[src/rtl/packetcheck_64.sv]
// packetcheck_64: receive-side flow classifier and frame checker.
// Optional stat_clear port when PACKETCHECK_STAT_CLEAR_EN is defined.
module packetcheck_64 #(
  parameter int N_FLOWS = 4,
  parameter logic [N_FLOWS*11-1:0] SIZES = {4{11'd192}},
  parameter logic [N_FLOWS*48-1:0] D_MACS = {
    48'hABCDEF000001, 48'hABCDEF000002,
    48'hABCDEF000003, 48'hABCDEF000004},
  parameter logic [N_FLOWS*48-1:0] S_MACS = {
    48'hBEEFBEEF0001, 48'hBEEFBEEF0002,
    48'hBEEFBEEF0003, 48'hBEEFBEEF0004},
  parameter logic [N_FLOWS*16-1:0] ETHERTYPES = {4{16'h0800}},
  parameter logic [N_FLOWS*8-1:0] PAYLOADS = {
    8'hAA, 8'hBB, 8'hCC, 8'hDD},
  localparam int FW = (N_FLOWS > 1) ? $clog2(N_FLOWS) : 1
) (
  input  logic                 clk,
  input  logic                 rst,
`ifdef PACKETCHECK_STAT_CLEAR_EN
  input  logic                 stat_clear,
`endif
  input  logic [63:0]          s_axis_tdata,
  input  logic [7:0]           s_axis_tkeep,
  input  logic                 s_axis_tvalid,
  output logic                 s_axis_tready,
  input  logic                 s_axis_tlast,
  output logic                 pkt_done,
  output logic [FW-1:0]        pkt_flow,
  output logic                 pkt_ok,
  output logic [N_FLOWS*32-1:0] rx_pkt_count,
  output logic [N_FLOWS*32-1:0] rx_err_count,
  output logic [31:0]          unmatched_count,
  output logic [31:0]          runt_count
);

  typedef enum logic [1:0] {
    HDR0,
    HDR1,
    PAYLOAD,
    DROP
  } state_t;

  state_t             state;
  logic [N_FLOWS-1:0] part_q;
  logic [FW-1:0]      flow_q;
  logic               err_q;
  logic [15:0]        cnt_q;

  logic [31:0] pkt_cnt [N_FLOWS];
  logic [31:0] err_cnt [N_FLOWS];
  logic [31:0] unm_cnt;
  logic [31:0] runt_cnt;

  logic               acc;
  logic [7:0]         b [8];
  logic [N_FLOWS-1:0] d_hit;
  logic [N_FLOWS-1:0] h1_hit;
  logic [N_FLOWS-1:0] mvec;
  logic [FW-1:0]      hit_idx;
  logic [FW-1:0]      pay_flow;
  logic [7:0]         pay_byte;
  logic [10:0]        size_exp;
  logic               pay_bad;
  logic               keep_bad;
  logic               len_bad;
  logic [3:0]         pop;
  logic [15:0]        base;
  logic [16:0]        sum;
  logic [15:0]        cnt_sum;
  logic               ev_runt;
  logic               ev_unm;
  logic               ev_flow;
  logic               ev_ok;
  logic [FW-1:0]      ev_idx;

  assign acc = s_axis_tvalid && s_axis_tready;

  for (genvar k = 0; k < 8; k++) begin : g_lane
    assign b[k] = s_axis_tdata[8*k +: 8];
  end

  // Per-flow header comparisons for beat 0 and beat 1 layouts
  always_comb begin
    d_hit  = '0;
    h1_hit = '0;
    for (int i = 0; i < N_FLOWS; i++) begin
      d_hit[i] =
        ({b[0], b[1], b[2], b[3], b[4], b[5]}
          == D_MACS[i*48 +: 48]) &&
        ({b[6], b[7]} == S_MACS[i*48+32 +: 16]);
      h1_hit[i] =
        ({b[0], b[1], b[2], b[3]}
          == S_MACS[i*48 +: 32]) &&
        ({b[4], b[5]} == ETHERTYPES[i*16 +: 16]);
    end
  end

  assign mvec = part_q & h1_hit;

  // Lowest matching flow index wins
  always_comb begin
    hit_idx = '0;
    for (int i = N_FLOWS - 1; i >= 0; i--) begin
      if (mvec[i]) hit_idx = FW'(i);
    end
  end

  assign pay_flow = (state == HDR1) ? hit_idx : flow_q;

  // Look up the fill byte and length of the active flow
  always_comb begin
    pay_byte = PAYLOADS[7:0];
    size_exp = SIZES[10:0];
    for (int i = 0; i < N_FLOWS; i++) begin
      if (pay_flow == FW'(i)) begin
        pay_byte = PAYLOADS[i*8 +: 8];
        size_exp = SIZES[i*11 +: 11];
      end
    end
  end

  // Per-beat payload, tkeep and length checks
  always_comb begin
    pop     = '0;
    pay_bad = 1'b0;
    for (int k = 0; k < 8; k++) begin
      pop = pop + {3'b0, s_axis_tkeep[k]};
      if (s_axis_tkeep[k] && (b[k] != pay_byte) &&
          ((state == PAYLOAD) ||
           ((state == HDR1) && (k >= 6))))
        pay_bad = 1'b1;
    end
    if (s_axis_tlast)
      keep_bad = (s_axis_tkeep &
                  (s_axis_tkeep + 8'd1)) != 8'd0;
    else
      keep_bad = s_axis_tkeep != 8'hFF;
    base    = (state == HDR0) ? 16'd0 : cnt_q;
    sum     = {1'b0, base} + {13'b0, pop};
    cnt_sum = sum[16] ? 16'hFFFF : sum[15:0];
    len_bad = cnt_sum != {5'b0, size_exp};
  end

  // Frame completion events on the accepted tlast beat
  always_comb begin
    ev_runt = 1'b0;
    ev_unm  = 1'b0;
    ev_flow = 1'b0;
    ev_ok   = 1'b0;
    ev_idx  = '0;
    if (acc && s_axis_tlast) begin
      case (state)
        HDR0: ev_runt = 1'b1;
        HDR1: begin
          if (s_axis_tkeep[5:0] != 6'h3F) begin
            ev_runt = 1'b1;
          end else if (|mvec) begin
            ev_flow = 1'b1;
            ev_idx  = hit_idx;
            ev_ok   = !(err_q | keep_bad |
                        pay_bad | len_bad);
          end else begin
            ev_unm = 1'b1;
          end
        end
        PAYLOAD: begin
          ev_flow = 1'b1;
          ev_idx  = flow_q;
          ev_ok   = !(err_q | keep_bad |
                      pay_bad | len_bad);
        end
        DROP: ev_unm = 1'b1;
        default: ev_unm = 1'b0;
      endcase
    end
  end

  // Frame parser FSM with registered ready and result outputs
  always_ff @(posedge clk or posedge rst) begin
    if (rst) begin
      state         <= HDR0;
      part_q        <= '0;
      flow_q        <= '0;
      err_q         <= 1'b0;
      cnt_q         <= '0;
      s_axis_tready <= 1'b0;
      pkt_done      <= 1'b0;
      pkt_flow      <= '0;
      pkt_ok        <= 1'b0;
    end else begin
      s_axis_tready <= 1'b1;
      pkt_done      <= ev_runt | ev_unm | ev_flow;
      if (ev_runt | ev_unm | ev_flow) begin
        pkt_flow <= ev_idx;
        pkt_ok   <= ev_ok;
      end
      if (acc) begin
        case (state)
          HDR0: begin
            part_q <= d_hit;
            cnt_q  <= cnt_sum;
            err_q  <= !s_axis_tlast &&
                      (s_axis_tkeep != 8'hFF);
            state  <= s_axis_tlast ? HDR0 : HDR1;
          end
          HDR1: begin
            cnt_q  <= cnt_sum;
            flow_q <= hit_idx;
            err_q  <= err_q | keep_bad | pay_bad;
            if (s_axis_tlast)
              state <= HDR0;
            else if (|mvec)
              state <= PAYLOAD;
            else
              state <= DROP;
          end
          PAYLOAD: begin
            cnt_q <= cnt_sum;
            err_q <= err_q | keep_bad | pay_bad;
            if (s_axis_tlast) state <= HDR0;
          end
          DROP: begin
            if (s_axis_tlast) state <= HDR0;
          end
          default: state <= HDR0;
        endcase
      end
    end
  end

  // Statistics counters, wrapping modulo 2^32
  always_ff @(posedge clk or posedge rst) begin
    if (rst) begin
      for (int i = 0; i < N_FLOWS; i++) begin
        pkt_cnt[i] <= '0;
        err_cnt[i] <= '0;
      end
      unm_cnt  <= '0;
      runt_cnt <= '0;
`ifdef PACKETCHECK_STAT_CLEAR_EN
    end else if (stat_clear) begin
      for (int i = 0; i < N_FLOWS; i++) begin
        pkt_cnt[i] <= '0;
        err_cnt[i] <= '0;
      end
      unm_cnt  <= '0;
      runt_cnt <= '0;
`endif
    end else begin
      for (int i = 0; i < N_FLOWS; i++) begin
        if (ev_flow && (ev_idx == FW'(i))) begin
          pkt_cnt[i] <= pkt_cnt[i] + 32'd1;
          if (!ev_ok)
            err_cnt[i] <= err_cnt[i] + 32'd1;
        end
      end
      if (ev_unm)  unm_cnt  <= unm_cnt + 32'd1;
      if (ev_runt) runt_cnt <= runt_cnt + 32'd1;
    end
  end

  for (genvar i = 0; i < N_FLOWS; i++) begin : g_cnt
    assign rx_pkt_count[i*32 +: 32] = pkt_cnt[i];
    assign rx_err_count[i*32 +: 32] = err_cnt[i];
  end

  assign unmatched_count = unm_cnt;
  assign runt_count      = runt_cnt;

endmodule
[config.mk]
export PLATFORM = sky130hd
export DESIGN_NAME = packetcheck_64
export DESIGN_NICKNAME = d
export VERILOG_FILES = /design/src/rtl/packetcheck_64.sv
export SDC_FILE = /design/constraint.sdc
export NUM_CORES = 1
export LEC_CHECK = 0
export ABC_AREA = 1
export CORE_ASPECT_RATIO = 1.2
export CORE_UTILIZATION = 57
export CTS_CLUSTER_SIZE = 40
export DETAILED_ROUTE_END_ITERATION = 7
export PLACE_DENSITY = 0.91
export SYNTH_ARGS = -nofsm -noshare
export SYNTH_HDL_FRONTEND = slang
export SYNTH_SLANG_ARGS = --single-unit
[constraint.sdc]
create_clock -name clk -period 30.8 [get_ports clk]
set_clock_uncertainty 0.05 [all_clocks]
set_input_delay 3.08 -clock clk [delete_from_list [all_inputs] [get_ports clk]]
set_output_delay 3.08 -clock clk [all_outputs]
set_load 0.02 [all_outputs]
### Word-level counts from Yosys, hierarchy flattened

Index checks and enable logic that the tools add are counted.
W data, S select, Z words.

| storage, ports and cells | value |
|---|---|
| bits in registers | 350 |
| input port bits | 76 |
| output and inout port bits | 325 |
| logic and storage cells | 171 |

| operators by class | value |
|---|---|
| add/subtract/negate cells | 19 |
| eq/ne operators | 31 |
| mux-type cells | 44 |
| bitwise logic cells | 8 |
| reduce and logical (&&, ||, !) cells | 50 |

Operator list:

| operator | number |
|---|---|
| $add A32 B1 Y32 const B | 10 |
| $eq A48 B48 Y1 const B | 4 |
| $eq A32 B32 Y1 const B | 4 |
| $ne A8 B8 Y1 | 8 |
| $mux W16 | 2 |
| $logic_and A1 B1 Y1 | 31 |
| $mux W1 | 22 |
| $mux W2 | 10 |
| $add A16 B4 Y17 | 1 |
| $add A4 B1 Y4 | 4 |
| $eq A16 B12 Y1 const B | 1 |
| $eq A16 B16 Y1 const B | 1 |
| $mux W8 | 2 |
| $ne A16 B8 Y1 const B | 1 |
| $reduce_and A2 Y1 | 8 |
| $eq A2 B2 Y1 const B | 6 |
| $pmux W1 S2 | 5 |
| $add A8 B1 Y8 const B | 1 |
| $and A8 B8 Y8 | 1 |
| $ne A8 B8 Y1 const B | 1 |
| $reduce_bool A8 Y1 | 1 |
| $eq A2 B1 Y1 const B | 3 |
| $ne A6 B6 Y1 const B | 1 |
| $pmux W2 S3 | 1 |
| other kinds (16) | 23 |

### Depth between registers and ports, before layout

| depth | value |
|---|---|
| depth after elaboration | 32 |
| gate-level depth with buffers | 29 |
| mapped depth without buffers | 26 |

### Worst setup path before layout

Ideal clock, no wire load.

| path | value |
|---|---|
| path type | input port to flip-flop |
| start point | in s_axis_tkeep[0] |
| end point | reg err_cnt, in the netlist rx_err_count[76] |
| setup time | 0.117 ns |
| arrival | 7.219 ns |
| required time | 30.633 ns |
| setup slack | 23.415 ns |
| stages on the path | 25 |
| buffers on the path | 2 |
| cell sequence | fa_1 inv_1 fa_1 fa_1 inv_1 fa_1 fa_1 nand3_1 nand3_1 nand2_1 nor2_4 nand2_1 inv_1 buf_2 nor2_1 nand2_1 nor2_1 nand4_1 nor2_1 nand3_4 nand2_4 inv_4 buf_2 nand2_1 nand2_1 |

| between the ends | value |
|---|---|
| longest elaborated chain between the ends | 19 |
| elaborated cells on any way between the ends | 44 |
| those cells by class | add/sub: 9; eq/ne: 4; mux: 20; bitwise: 5; reduce/logical: 6 |

Ends and longest elaborated chain:

| item | RTL line | text |
|---|---|---|
| from (decl) | 23 | `input logic [7:0] s_axis_tkeep,` |
| parallel branches: the longest is 18 deep, another holds $add A16 B4 Y17 | - |  |
| $reduce_and A2 Y1 (no line) * | - |  |
| to (signal, indexed assignment) | 254 | `err_cnt[i] <= err_cnt[i] + 32'd1;` |
| to (decl) | 50 | `logic [31:0] err_cnt [N_FLOWS];` |

Mark *: on every way between the ends.
A chain may end at the register's enable or synchronous reset.

### Worst setup path after layout

| path | value |
|---|---|
| start point | in s_axis_tkeep[1] |
| end point | reg err_cnt, in the netlist rx_err_count[18] |

| between the ends | value |
|---|---|
| longest elaborated chain between the ends | 18 |
| elaborated cells on any way between the ends | 43 |
| those cells by class | add/sub: 9; eq/ne: 3; mux: 19; bitwise: 5; reduce/logical: 7 |

Ends and longest elaborated chain:

| item | RTL line | text |
|---|---|---|
| $add A1 B1 Y2 or $logic_and A1 B1 Y1 (tied branches) | 127, 128 |  |
| $add A2 B1 Y3 or $logic_and A1 B1 Y1 (tied branches) | 127, 128 |  |
| $add A3 B1 Y4 or $mux W1 (tied branches) | 127, 128 |  |
| $add A4 B1 Y4 or $mux W1 (tied branches) (4 in series) | 127, 128 |  |
| $add A16 B4 Y17 or $mux W1 (tied branches) | 139, 128 |  |
| $mux W16 or $mux W1 (tied branches) | 140, 128 |  |
| $ne A16 B8 Y1 or $or A1 B1 Y1 (tied branches) | 141, 160, 169 |  |
| $or A1 B1 Y1 | 161, 170 |  |
| $logic_not A1 Y1 | 160, 169 |  |
| $mux W1 | 157 | `end else if (\|mvec) begin` |
| $mux W1 | 155 | `if (s_axis_tkeep[5:0] != 6'h3F) begin` |
| $pmux W1 S2 | 152 | `case (state)` |
| $mux W1 | 151 | `if (acc && s_axis_tlast) begin` |
| $not A1 Y1 (no line) | - |  |
| $reduce_and A2 Y1 (no line) * | - |  |

Every way passes the cells marked *; elsewhere a longest branch is shown, timed or not.

==> impl_metrics.tcl <==
set metrics [dict create \
    outcome "complete, no violations" \
    ys_types 53 \
    wl_met3_mm 3.72 \
    core_area_mm2 0.0341 \
    drt_iter0_markers 1472 \
    synth-main-ff-cell "dfrtp_1" \
    yosysTopAreaCell "dfrtp_1" \
    cts-root-buf "clkbuf_16" \
    finalSetupViolCount 0 \
    clock_latency_ps 540 \
    synth-seq-cells 350 \
    die_y_um 206 \
    hpwl_mm 40.1 \
    async_flop_share_pct 100 \
    dp.cells 3335 \
    clk_pin_slew_ps 60 \
    ir_worst_vdd_uv 34.8 \
    cp-start-kind "primary input" \
    hold_class "register to register" \
    end_kind "register" \
    num_antenna_cells 0 \
    hold_viol 0 \
    syn_to_final_growth_pct 28.6 \
    fp.dieArea_mm2 0.0354 \
    rsz0062_at_grt "false" \
    cts_resized 0 \
    gp_congestion 0.974 \
    power_density_mw_per_mm2 46.4 \
    cts_buffers 37 \
    clock_path_buffers 3 \
    synth_top_area_share_pct 44.4 \
    drive_above_1_share_pct 4.45 \
    critPathKind "primary input to register" \
    top_layer "met4" \
    ys_top_cells_by_count "728 x nand2_1, 350 x dfrtp_1, 276 x nor2_1, 257 x inv_1, 190 x nand3_1" \
    antenna_found_initial 0 \
    hold_buffers 0 \
    wire_per_inst_um 16.3 \
    drt-total-wl_mm 55.3 \
    crit_path_frequent_cell "fa_1" \
    critPathMaxFanout 36 \
    drv_cap 0 \
    cp_data_required_time_ps 31160 \
    synth_fp_nets 2616 \
    viasPerCell 5.48 \
    met1Wirelength_mm 21.0 \
    design.final.nets 3021 \
    grt_pass1_wl_mm 88.8 \
    static-leakage-power_nw 11.9 \
    num_vias 18600 \
    syn-cell-area_mm2 0.0197 \
    drc 0 \
    dr.pass1.iters 6 \
    post_cts_buffers 0 \
    max-slew-margin-rel_pct 37.5 \
    synth.area.top_cells "dfrtp_1 44%, nand2_1 14%, xor2_1 7.5%" \
    grt_max_degree 152 \
    ctsHtreeMaxLevel 2 \
    period_needed_ps 8770 \
    cp_data_arrival_time_ps 9120 \
    cts_tree "done" \
    ios 401 \
    avgSynthCellArea_um2 7.86 \
    die_x_um 172 \
    grt_usage_pct 31.1 \
    clock_sinks 350 \
    critical-path-slowest-cell "nand2_2" \
    drv_slew 0 \
    rows 74 \
    worstMarginPinSlew_ps 937 \
    wl_met2_mm 27.2 \
    synthCells 2513 \
    overflow 0 \
    numPortBuffers 400 \
    grt_pass1_vias 18300 \
    tns_ps 0 \
    initial_core_util_pct 57.9 \
    fmax_mhz 114 \
    final.period_utilization_pct 28.5 \
    placed_area_mm2 0.0241 \
    synth-edff-count 0 \
    synth.most_common_cell "nand2_1" \
    drtAntennaViolNets 0 \
    critical_path.max_stage_delay_ps 670 \
    yosysWarnings 0 \
    fin_cells 3400 \
    fin_area_mm2 0.0254 \
    seq_area_frac_synth_pct 44.4 \
]
## state kept, by name (all words and copies together) (netlist names)
signal / count
runt_count: 32
pkt_flow: 2
rx_err_count: 128
cnt_q: 16
s_axis_tready: 1
part_q: 4
flow_q: 2
unmatched_count: 32
state: 2
pkt_ok: 1
rx_pkt_count: 128
pkt_done: 1
err_q: 1
## cell usage in the layout, fill, tap and decap left out, drive strengths merged, types with 37 or more instances in the layout
master and n:
nand2 737, clkdlybuf4s50 400, dfrtp 350, nor2 294, inv 270, nand3 193, xor2 170, xnor2 117
nand4 78, nor3 78, o21ai 73, clkbuf 56, nor4 37
## metal layers
layer	up-vias	GRT usage, %
met1	8831	35.8
met2	765	53.1
met3	205	6.19
met4	0	18.7
met5	-	0
li1	8831	-
## per-stage QoR
stage	utilization, %	hold slack [ps]	total power (W)	setup slack, ps
2_1_floorplan	-	399	0.000645	17960
3_3_place_gp	70.9	406	0.000725	21660
3_5_place_dp	70.9	419	0.000730	21510
4_1_cts	74.5	432	0.00118	22080
5_1_grt	74.5	452	0.00123	21570
6_report	74.5	429	0.00118	22030
## power by group
part,switching [W],internal [W],leakage [nW]
logic,0.000135,0.0000856,6.64
registers,0.0000239,0.000481,4.64
clock network,0.000187,0.000266,0.603
total,0.000345,0.000833,11.9
## path summary, 6_finish.rpt
path | depth (start not counted) | end | start | slack (ps)
min in group asynchronous | 2 | rx_pkt_count[29] | rst | 3040
worst min register to register | 1 | rx_pkt_count[63] | rx_pkt_count[63] | 430
worst min-delay path | 1 | rx_pkt_count[63] | rx_pkt_count[63] | 430
worst max register to register | 26 | rx_err_count[18] | state[0] | 24280
worst max-delay path | 25 | rx_err_count[18] | s_axis_tkeep[1] | 22030
max in group asynchronous | 3 | rx_pkt_count[90] | rst | 26060
## logic make-up (layout without fill, tap and decap cells)
kind of cell / after synthesis / count (layout) / synth area share, %
compound gates: 99 / 99 / 2.88
xor+xnor: 287 / 287 / 12.7
fa+ha+maj: 27 / 27 / 1.90
buf+inv: 310 / 741 / 6.31
flops: 350 / 350 / 44.4
other cells: 1 / 1 / 0.0190
simple gates: 1439 / 1439 / 31.8
## critical path, delay by kind of cell
| family | cells | cell delay [ps] |
|---|---|---|
| xor+xnor | 1 | 250 |
| fa+ha+maj | 5 | 2330 |
| buf+inv | 5 | 1070 |
| simple gates | 13 | 2270 |
| compound gates | 1 | 70 |
## cell type report
cell class | instances | area, um2
Timing Repair Buffer | 405 | 4050
Multi-Input combinational cell | 1853 | 9740
Clock buffer | 56 | 1110
Sequential cell | 350 | 8760
Inverter | 271 | 1030
Tap cell | 456 | 571
Clock inverter | 9 | 124
Fill cell | 2462 | 8690
(Power assumes the default switching activity.)
